==> src/rtl/ps2_kbd_source.sv <==
// ps2_kbd_source: PS/2 set-2 keyboard receiver folding E0/F0 prefixes into toggle-strobed event words
// clk_sys, RESET (sync, active-high); ps2_clk, ps2_data: async PS/2 pins, receive only
// kbd_strobe: toggles per event; kbd_data: {make, extended, scancode}; frame_err: 1-cycle error pulse
module ps2_kbd_source #(
  parameter int FILTER_LEN     = 8,
  parameter int TIMEOUT_CYCLES = 65536
) (
  input  logic       clk_sys,
  input  logic       RESET,
  input  logic       ps2_clk,
  input  logic       ps2_data,
  output logic       kbd_strobe,
  output logic [9:0] kbd_data,
  output logic       frame_err
);
  localparam int FW = $clog2(FILTER_LEN);
  localparam int TW = $clog2(TIMEOUT_CYCLES);
  typedef enum logic [1:0] {IDLE, DATA, PARITY, STOP} state_t;
  state_t state, state_n;
  logic [1:0] clk_ff, dat_ff;
  logic fclk;
  logic [FW-1:0] fcnt;
  logic [TW-1:0] tcnt;
  logic [2:0] bitn, skip;
  logic [7:0] sh;
  logic par, ext, brk;
  logic fall, d, tmo, stop_fall, byte_ok, err;
  // fall fires on the sample that completes FILTER_LEN consecutive lows against a high filtered clock
  assign fall = fclk & ~clk_ff[1] & (fcnt == FW'(FILTER_LEN - 1));
  assign d = dat_ff[1];
  // a fall arriving on the same cycle as the limit restarts the bit timer instead of aborting
  assign tmo = (state != IDLE) & (tcnt == TW'(TIMEOUT_CYCLES - 1)) & ~fall;
  assign stop_fall = fall & (state == STOP);
  assign byte_ok = stop_fall & (^{sh, par}) & d;
  assign err = tmo | (stop_fall & ~byte_ok);
  always_comb begin
    state_n = tmo ? IDLE : !fall ? state :
              state == IDLE   ? (d ? IDLE : DATA) :
              state == DATA   ? (bitn == 3'd7 ? PARITY : DATA) :
              state == PARITY ? STOP : IDLE;
  end
  always_ff @(posedge clk_sys) begin
    if (RESET) begin
      clk_ff <= 2'b11;
      dat_ff <= 2'b11;
      fclk <= 1'b1;
      fcnt <= '0;
    end else begin
      clk_ff <= {clk_ff[0], ps2_clk};
      dat_ff <= {dat_ff[0], ps2_data};
      if (clk_ff[1] == fclk) fcnt <= '0;
      else if (fcnt == FW'(FILTER_LEN - 1)) begin
        fclk <= clk_ff[1];
        fcnt <= '0;
      end else fcnt <= fcnt + 1'b1;
    end
  end
  always_ff @(posedge clk_sys) begin
    if (RESET) begin
      state <= IDLE;
      tcnt <= '0;
      bitn <= '0;
      sh <= '0;
      par <= 1'b0;
      ext <= 1'b0;
      brk <= 1'b0;
      skip <= '0;
      kbd_strobe <= 1'b0;
      kbd_data <= '0;
      frame_err <= 1'b0;
    end else begin
      state <= state_n;
      frame_err <= err;
      tcnt <= (fall || state == IDLE) ? '0 : tcnt + 1'b1;
      if (fall && state == IDLE) bitn <= '0;
      if (fall && state == DATA) begin
        sh <= {d, sh[7:1]};
        bitn <= bitn + 1'b1;
      end
      if (fall && state == PARITY) par <= d;
      if (err) begin
        ext <= 1'b0;
        brk <= 1'b0;
        skip <= '0;
      end else if (byte_ok) begin
        if (skip != 3'd0) skip <= skip - 1'b1;
        else if (sh == 8'hE1) skip <= 3'd7;
        else if (sh == 8'hE0) ext <= 1'b1;
        else if (sh == 8'hF0) brk <= 1'b1;
        else if (!(sh inside {8'h00, 8'hAA, 8'hEE, 8'hFA, 8'hFC, 8'hFD, 8'hFE, 8'hFF})) begin
          kbd_data <= {~brk, ext, sh};
          kbd_strobe <= ~kbd_strobe;
          ext <= 1'b0;
          brk <= 1'b0;
        end
      end
    end
  end
endmodule

==> config.mk <==
export PLATFORM = sky130hd
export DESIGN_NAME = ps2_kbd_source
export DESIGN_NICKNAME = d
export VERILOG_FILES = /design/src/rtl/ps2_kbd_source.sv
export SDC_FILE = /design/constraint.sdc
export NUM_CORES = 1
export LEC_CHECK = 0
export BUFFER_PORTS_ARGS = -buffer_cell sky130_fd_sc_hd__buf_2
export CORE_MARGIN = 2
export CORE_UTILIZATION = 30
export DETAILED_ROUTE_END_ITERATION = 6
export PLACE_DENSITY_LB_ADDON = 0.05
export SETUP_SLACK_MARGIN = 0.02
export SYNTH_ARGS = -nofsm -noshare
export SYNTH_HDL_FRONTEND = slang
export SYNTH_SLANG_ARGS = --single-unit
==> constraint.sdc <==
create_clock -name clk_sys -period 2.5 [get_ports clk_sys]
set_input_delay 0.375 -clock clk_sys [delete_from_list [all_inputs] [get_ports clk_sys]]
set_output_delay 0.375 -clock clk_sys [all_outputs]
set_load 0.01 [all_outputs]
==> metrics.csv, run 1 <==
stage,metric,value,unit
floorplanning,Initial Util,31.0,%
drt,DRC viols,0,
critical_path,critical path's top delay family,XOR/XNOR gates,
critical_path,Worst Path Buf+Inv,1,
critical_path,Max stage delay on crit path,0.48,ns
cts,CTS tree,built,
timing,worst clock skew,0.00842,ns
synthesis,Post-Syn Area,0.00241,sq mm
synthesis,largest family of logic cells by synthesized area,simple AND/OR/NAND/NOR gates,
timing,fin crit period,2.22,ns
synthesis,post-synthesis adder-cell area fraction,4.16,%
cts,clock latency on the worst-skew pair,0.31,ns
cts,CTS root buffer,clkbuf_8,
synthesis,Synth Flop Type,dfxtp_1,
timing,fin crit share,88.9,%
timing,Slew Limit Fails,0,
critical_path,slowest CP cell,xnor3_2,
finish,n_diodes,0,
drt,final WL,4.84,mm
job,max-cap violations,0,
floorplanning,Core ar.,0.00777,sq mm
cts,hold_buf cts,0,
synthesis,compound-cell area share of the yosys netlist,9.56,%
drt,Pre-antenna DRT Iters,4,
drt,DR iter-0 viols,71,
global_route,GRT overflow,0,
drt,WL/cell,12.4,um
critical_path,cell count along the critical path,7,
cts,"CTS clk-pin slew, worst paths",0.10,ns
synthesis,Synth Area in Simple Gates,22.9,%
finish,most frequent cells in the layout,"dfxtp_1, nor2_1, nand2_1, a21oi_1, buf_2",
place,placer congestion estimate,0.689,
global_route,initial antenna violation count,0,
critical_path,worst r2r dst,kbd_data[2],
critical_path,Register-to-Register Path Depth,7,
timing,Worst-Margin Slew,0.542,ns
synthesis,mux contribution to synthesized area,5.14,%
floorplanning,die width,93.6,um
place,placed insts,383,
global_route,vias in the first global route,1734,
synthesis,synth unique cells,41,
timing,RSZ-0062 raised after global routing,no,
critical_path,"Data arrival, critical path",2.42,ns
synthesis,Yosys top cell by area,dfxtp_1,
synthesis,Synth top area share,45.7,%
finish,area delta synth->final,12.9,%
synthesis,top area cells in the synthesized netlist,"dfxtp_1, nor2_1, mux2i_1",
timing,PnR worst setup slack,0.277,ns
synthesis,Async SR Flop Fraction,0,%
finish,Final Non-Filler Cells,391,
synthesis,"EDFF count, synth",0,
critical_path,crit path kind,reg2reg,
floorplanning,Top Ports,16,
timing,Final Hold Fails,0,
place,Post-Place Worst Slack,0.205,ns
worst_hold_path,HP Class,in2reg,
synthesis,#FFs+latches synth,55,
finish,share of cells above drive strength 1,14.9,%
cts,total CTS buffers,5,
drt,Post-DRT Antenna Nets,0,
drt,Vias,1823,
pwr,sequential power share,62.9,%
synthesis,Synth Area in XOR/XNOR,8.47,%
pwr,Comb pwr share,1.5,%
pwr,LEAKAGE,0.00103,uW
critical_path,Worst Setup End Kind,register,
pwr,switching share of power,22.5,%
place,number of I/O port buffers,15,
global_route,All-Layer GR Usage,11.8,%
synthesis,Mean Syn Cell Area,9.02,sq um
synthesis,syn nets,279,
cts,CTS Buffer Depth,2,
pwr,pwr/cell area,515,mW/mm^2
place,HPWL after detailed placement,3.35,mm
synthesis,"Seq/Total Area, Yosys",45.7,%
cts,H-tree depth,2,
critical_path,Setup crit end,kbd_data[2],
pwr,Internal Power,1080,uW
critical_path,crit-path cells,"xor2_1, xnor3_2, mux2i_2, a2111oi_4, buf_4, mux2i_1, nor2_1",
pwr,net switching power,315,uW
critical_path,Worst R2R Start,sh[3],
finish,"commonest non-fill, non-tap cell in the layout",dfxtp_1,
floorplanning,die height,93.6,um
timing,Max Clk Rate,450,MHz
global_route,first-pass GRT wire length,8.16,mm
pwr,peak supply drop,0.219,mV
pwr,total power,1400,uW
critical_path,CP required,2.70,ns
timing,Slew HR,63.7,%
critical_path,reg2reg setup slack,0.28,ns
finish,Nets,300,
timing,Setup TNS,0,ns
drt,Via-to-Cell Ratio,4.66,
floorplanning,die area,0.00876,sq mm
critical_path,Critical Path Fanout Max,12,
global_route,largest net degree at the start of global routing,31,
cts,post-CTS setup buffer count,0,
synthesis,synth warn,0,
critical_path,Critical Path Source Type,register,
status,outcome,"finished, final reports clean",
synthesis,post-synthesis instance total,267,
floorplanning,Core Rows,32,
critical_path,CP startpoint,sh[3],
pwr,Clock Power Share,35.6,%
timing,Setup-failing EPs final,0,
cts,clk sinks,55,
[worst min-delay path by stage]
stage                         start   endpoint  slack, ns  cells past startpoint
after floorplan           clk_ff[0]  clk_ff[1]       0.39                      1
after global placement    dat_ff[0]  dat_ff[1]       0.39                      1
after global routing        ps2_clk  clk_ff[0]       0.24                      2
after detailed placement  dat_ff[0]  dat_ff[1]       0.39                      1
after CTS                  ps2_data  dat_ff[0]       0.23                      2
final                       ps2_clk  clk_ff[0]       0.24                      2
[synthesized netlist by cell type (2+ instances only)]
cell type and n:
dfxtp_1 55, nor2_1 42, nand2_1 27, a21oi_1 18, xor2_1 12, mux2i_1 11, nand3_1 11, inv_1 9
ha_1 8, clkbuf_1 7, o21ai_0 7, xnor2_1 6, nand4_1 5, and2_1 4, and3_1 4, or2_2 4
a211oi_1 3, and4_1 3, buf_2 3, nand2b_1 3, buf_6 2, nor3_1 2, nor3b_1 2, or3_1 2
[power groups by stage]
stage	Clock, uW	Sequential [uW]	Combinational (uW)
floorplan	0	900	13.3
global placement	0	901	22.2
detailed placement	0	901	21.9
CTS	537	881	21.9
global route	564	881	24.6
finish	498	881	21.2
[cell families (layout without fill, tap and decap cells)]
family                     after synthesis  count (layout)
and+or+nand+nor                        115             115
DFF                                     55              55
AOI/OAI and AO/OA                       36              36
buffers and inverters                   21              43
xor gates and xnor gates                20              20
muxes                                   12              12
adders and majority gates                8               8
[stage by stage]
| stage | instance area (sq um) | utilization, % | hold WS, ns |
|---|---|---|---|
| 2_1_floorplan | 2410 | - | 0.389 |
| 3_3_place_gp | 2630 | 33.9 | 0.391 |
| 3_5_place_dp | 2630 | 33.9 | 0.394 |
| 4_1_cts | 2720 | 35.0 | 0.232 |
| 5_1_grt | 2720 | 35.0 | 0.238 |
| 6_report | 2720 | 35.0 | 0.245 |
[layer usage]
metal,vias to the layer above,track usage [%],wire (um)
met5,-,0,0
met4,0,3.99,61
met3,5,2.66,124
met2,17,18.5,2080
met1,857,15.9,2580
li1,944,-,-
[sequential cells by signal (all words and copies together) (netlist names)]
name        flops
brk             1
fcnt            3
ext             1
dat_ff          2
skip            3
fclk            1
kbd_data       10
par             1
kbd_strobe      1
sh              8
bitn            3
frame_err       1
tcnt           16
state           2
clk_ff          2
[timing repair]
item                                    4_1_cts  5_1_grt
gates resized for setup                       0        1
endpoints found under the setup margin        0        1
endpoints found under the hold margin         0        0
[final cells by class]
| cell class | instances | area (sq um) |
|---|---|---|
| multi-input combinational | 191 | 1210 |
| inverter | 9 | 33.8 |
| sequential | 55 | 1100 |
| timing repair buffer | 26 | 158 |
| clock buffer | 5 | 68.8 |
| tap | 102 | 128 |
| fill | 837 | 5050 |
| clock inverter | 3 | 18.8 |
Power figures use the tool's default switching activity.
==> run 2, diff against run 1 <==
CORE_UTILIZATION = 55   (was 30)
==> run 2 against run 1 <==
Clock power up 4%. Die area down 44%. Clock skew down 0.0015 ns. Final cell count down 14%. Fmax down 2.1%. Non-clock buffer count down 5. Setup slack worse by 0.047 ns. Critical path depth unchanged. Cell area down 3.1%. First-iteration DRC count up 86%. Utilization up 26 points. Critical path type unchanged. Largest power group unchanged.
==> metrics.csv, run 2 (synthesis results as in run 1) <==
stage,metric,value,unit,change
floorplanning,die height,70.2,um,-25%
timing,worst clock skew,0.00695,ns,-0.00148 ns
global_route,initial antenna violation count,0,,unchanged
worst_hold_path,HP Class,in2reg,,
critical_path,CP required,2.67,ns,-0.03 ns
timing,Worst-Margin Slew,0.576,ns,+0.0340 ns
critical_path,Worst Setup End Kind,register,,
floorplanning,Core Rows,24,,-25%
drt,Vias,1793,,-1.6%
finish,top flop regs,"tcnt: 16 flops, kbd_data: 10 flops, sh: 8 flops",,
timing,fin crit period,2.27,ns,+0.0472 ns
timing,Max Clk Rate,441,MHz,-2.1%
finish,most frequent cells in the layout,"dfxtp_1, nor2_1, nand2_1, a21oi_1, buf_2",,
timing,Final Hold Fails,0,,unchanged
job,max-cap violations,0,,unchanged
cts,clk sinks,55,,unchanged
floorplanning,Top Ports,16,,unchanged
critical_path,crit-path cells,"xor2_1, xnor3_2, mux2i_2, a2111oi_4, buf_6, mux2i_1, nor2_1",,
timing,RSZ-0062 raised after global routing,no,,
timing,Slew Limit Fails,0,,unchanged
cts,hold_buf cts,0,,unchanged
drt,WL/cell,12.6,um,+1.5%
timing,Setup-failing EPs final,0,,unchanged
drt,final WL,4.22,mm,-13%
drt,DRC viols,0,,unchanged
global_route,largest net degree at the start of global routing,32,,+3.2%
place,dpl cell area,0.00253,sq mm,-3.8%
floorplanning,die area,0.00492,sq mm,-44%
global_route,vias in the first global route,1739,,+0.29%
cts,CTS root buffer,clkbuf_8,,
cts,clock latency on the worst-skew pair,0.30,ns,about the same
finish,n_diodes,0,,unchanged
critical_path,slowest CP cell,xnor3_2,,
critical_path,critical path's top delay family,XOR/XNOR gates,,
place,HPWL after detailed placement,2.99,mm,-11%
finish,Nets,295,,-1.7%
finish,"commonest non-fill, non-tap cell in the layout",dfxtp_1,,
finish,Top reg by flops,tcnt,,
finish,Largest register FFs,16,,unchanged
timing,Slew HR,61.6,%,-2.1 points
critical_path,crit path kind,reg2reg,,
timing,Setup TNS,0,ns,unchanged
global_route,first-pass GRT wire length,7.59,mm,-7.0%
floorplanning,Core ar.,0.00429,sq mm,-45%
floorplanning,die width,70.2,um,-25%
global_route,All-Layer GR Usage,18.9,%,+7.1 points
status,outcome,"finished, final reports clean",,
place,number of I/O port buffers,15,,unchanged
drt,Pre-antenna DRT Iters,4,,unchanged
pwr,pwr/cell area,537,mW/mm^2,+4.4%
finish,area delta synth->final,9.35,%,
cts,CTS Buffer Depth,2,,unchanged
drt,DR iter-0 viols,132,,+86%
global_route,GRT overflow,0,,unchanged
pwr,LEAKAGE,0.00101,uW,-2.3%
pwr,peak supply drop,0.401,mV,+83%
timing,fin crit share,90.8,%,+1.9 points
finish,share of cells above drive strength 1,12.7,%,-2.2 points
critical_path,Max stage delay on crit path,0.48,ns,about the same
cts,H-tree depth,2,,unchanged
finish,fin util,61.3,%,+26 points
place,placer congestion estimate,0.741,,+7.5%
floorplanning,Initial Util,56.1,%,+25 points
critical_path,Worst Path Buf+Inv,1,,unchanged
critical_path,Critical Path Fanout Max,12,,unchanged
drt,Post-DRT Antenna Nets,0,,unchanged
critical_path,Critical Path Source Type,register,,
critical_path,"Data arrival, critical path",2.44,ns,+0.02 ns
cts,"CTS clk-pin slew, worst paths",0.09,ns,about the same
cts,total CTS buffers,5,,unchanged
drt,Via-to-Cell Ratio,5.34,,+14%
cts,CTS tree,built,,
finish,post-route cell area,0.00263,sq mm,-3.1%
## run 2: changes by cell type in the layout (fill, tap and decap cells not counted), sizes merged
| cell | previous run | this run |
|---|---|---|
| buf | 26 | 21 |
| inv | 10 | 9 |
| clkinv | 2 | 0 |
| clkbuf | 5 | 8 |
## run 2: final cells by class
class	count	area, sq um
Clock buffer	8	100
Fill cell	400	1660
Inverter	9	33.8
Multi-Input combinational cell	191	1210
Sequential cell	55	1100
Tap cell	52	65.1
Timing Repair Buffer	21	124
## run 2: worst paths after layout
kind	start	depth (start not counted)	end	slack, ns
worst max-delay path	sh[3]	7	kbd_data[0]	0.23
worst min-delay path	ps2_clk	2	clk_ff[0]	0.26
worst max register to register	sh[3]	7	kbd_data[0]	0.23
worst min register to register	clk_ff[0]	1	clk_ff[1]	0.43
## run 2: per-stage QoR
stage	cells	hold WS [ns]	power (uW)	worst slack [ns]
final	336	0.260	1420	0.230
after global routing	336	0.246	1470	0.0415
after CTS	336	0.250	1440	0.200
after detailed placement	328	0.395	920	0.216
after global placement	328	0.392	920	0.261
after floorplan	267	0.389	914	0.310
## run 2: worst register-to-register path, stage by stage, from the launching register on
cell and delay (ns):
dfxtp_1 0.44, xor2_1 0.18, xnor3_2 0.48, mux2i_2 0.23, a2111oi_4 0.32, buf_6 0.23, mux2i_1 0.22, nor2_1 0.06
## run 2: power by group
group          switching, uW  leakage, uW  internal, uW
registers               1.70     0.000444           879
logic                   13.7     0.000512          5.60
clock network            262    0.0000515           253
## run 2: what timing repair did
| action | in CTS | in global routing |
|---|---|---|
| setup buffers | 0 | 0 |
| gates resized for setup | 0 | 1 |
| endpoints found under the hold margin | 0 | 0 |
| endpoints found under the setup margin | 0 | 3 |
## run 2: per-layer routing
metal | GRT usage, % | part of all wire (%)
met5 | 0 | 0
met4 | 5.13 | 0.95
met3 | 3.90 | 2.3
met2 | 30.5 | 46
met1 | 25.8 | 50
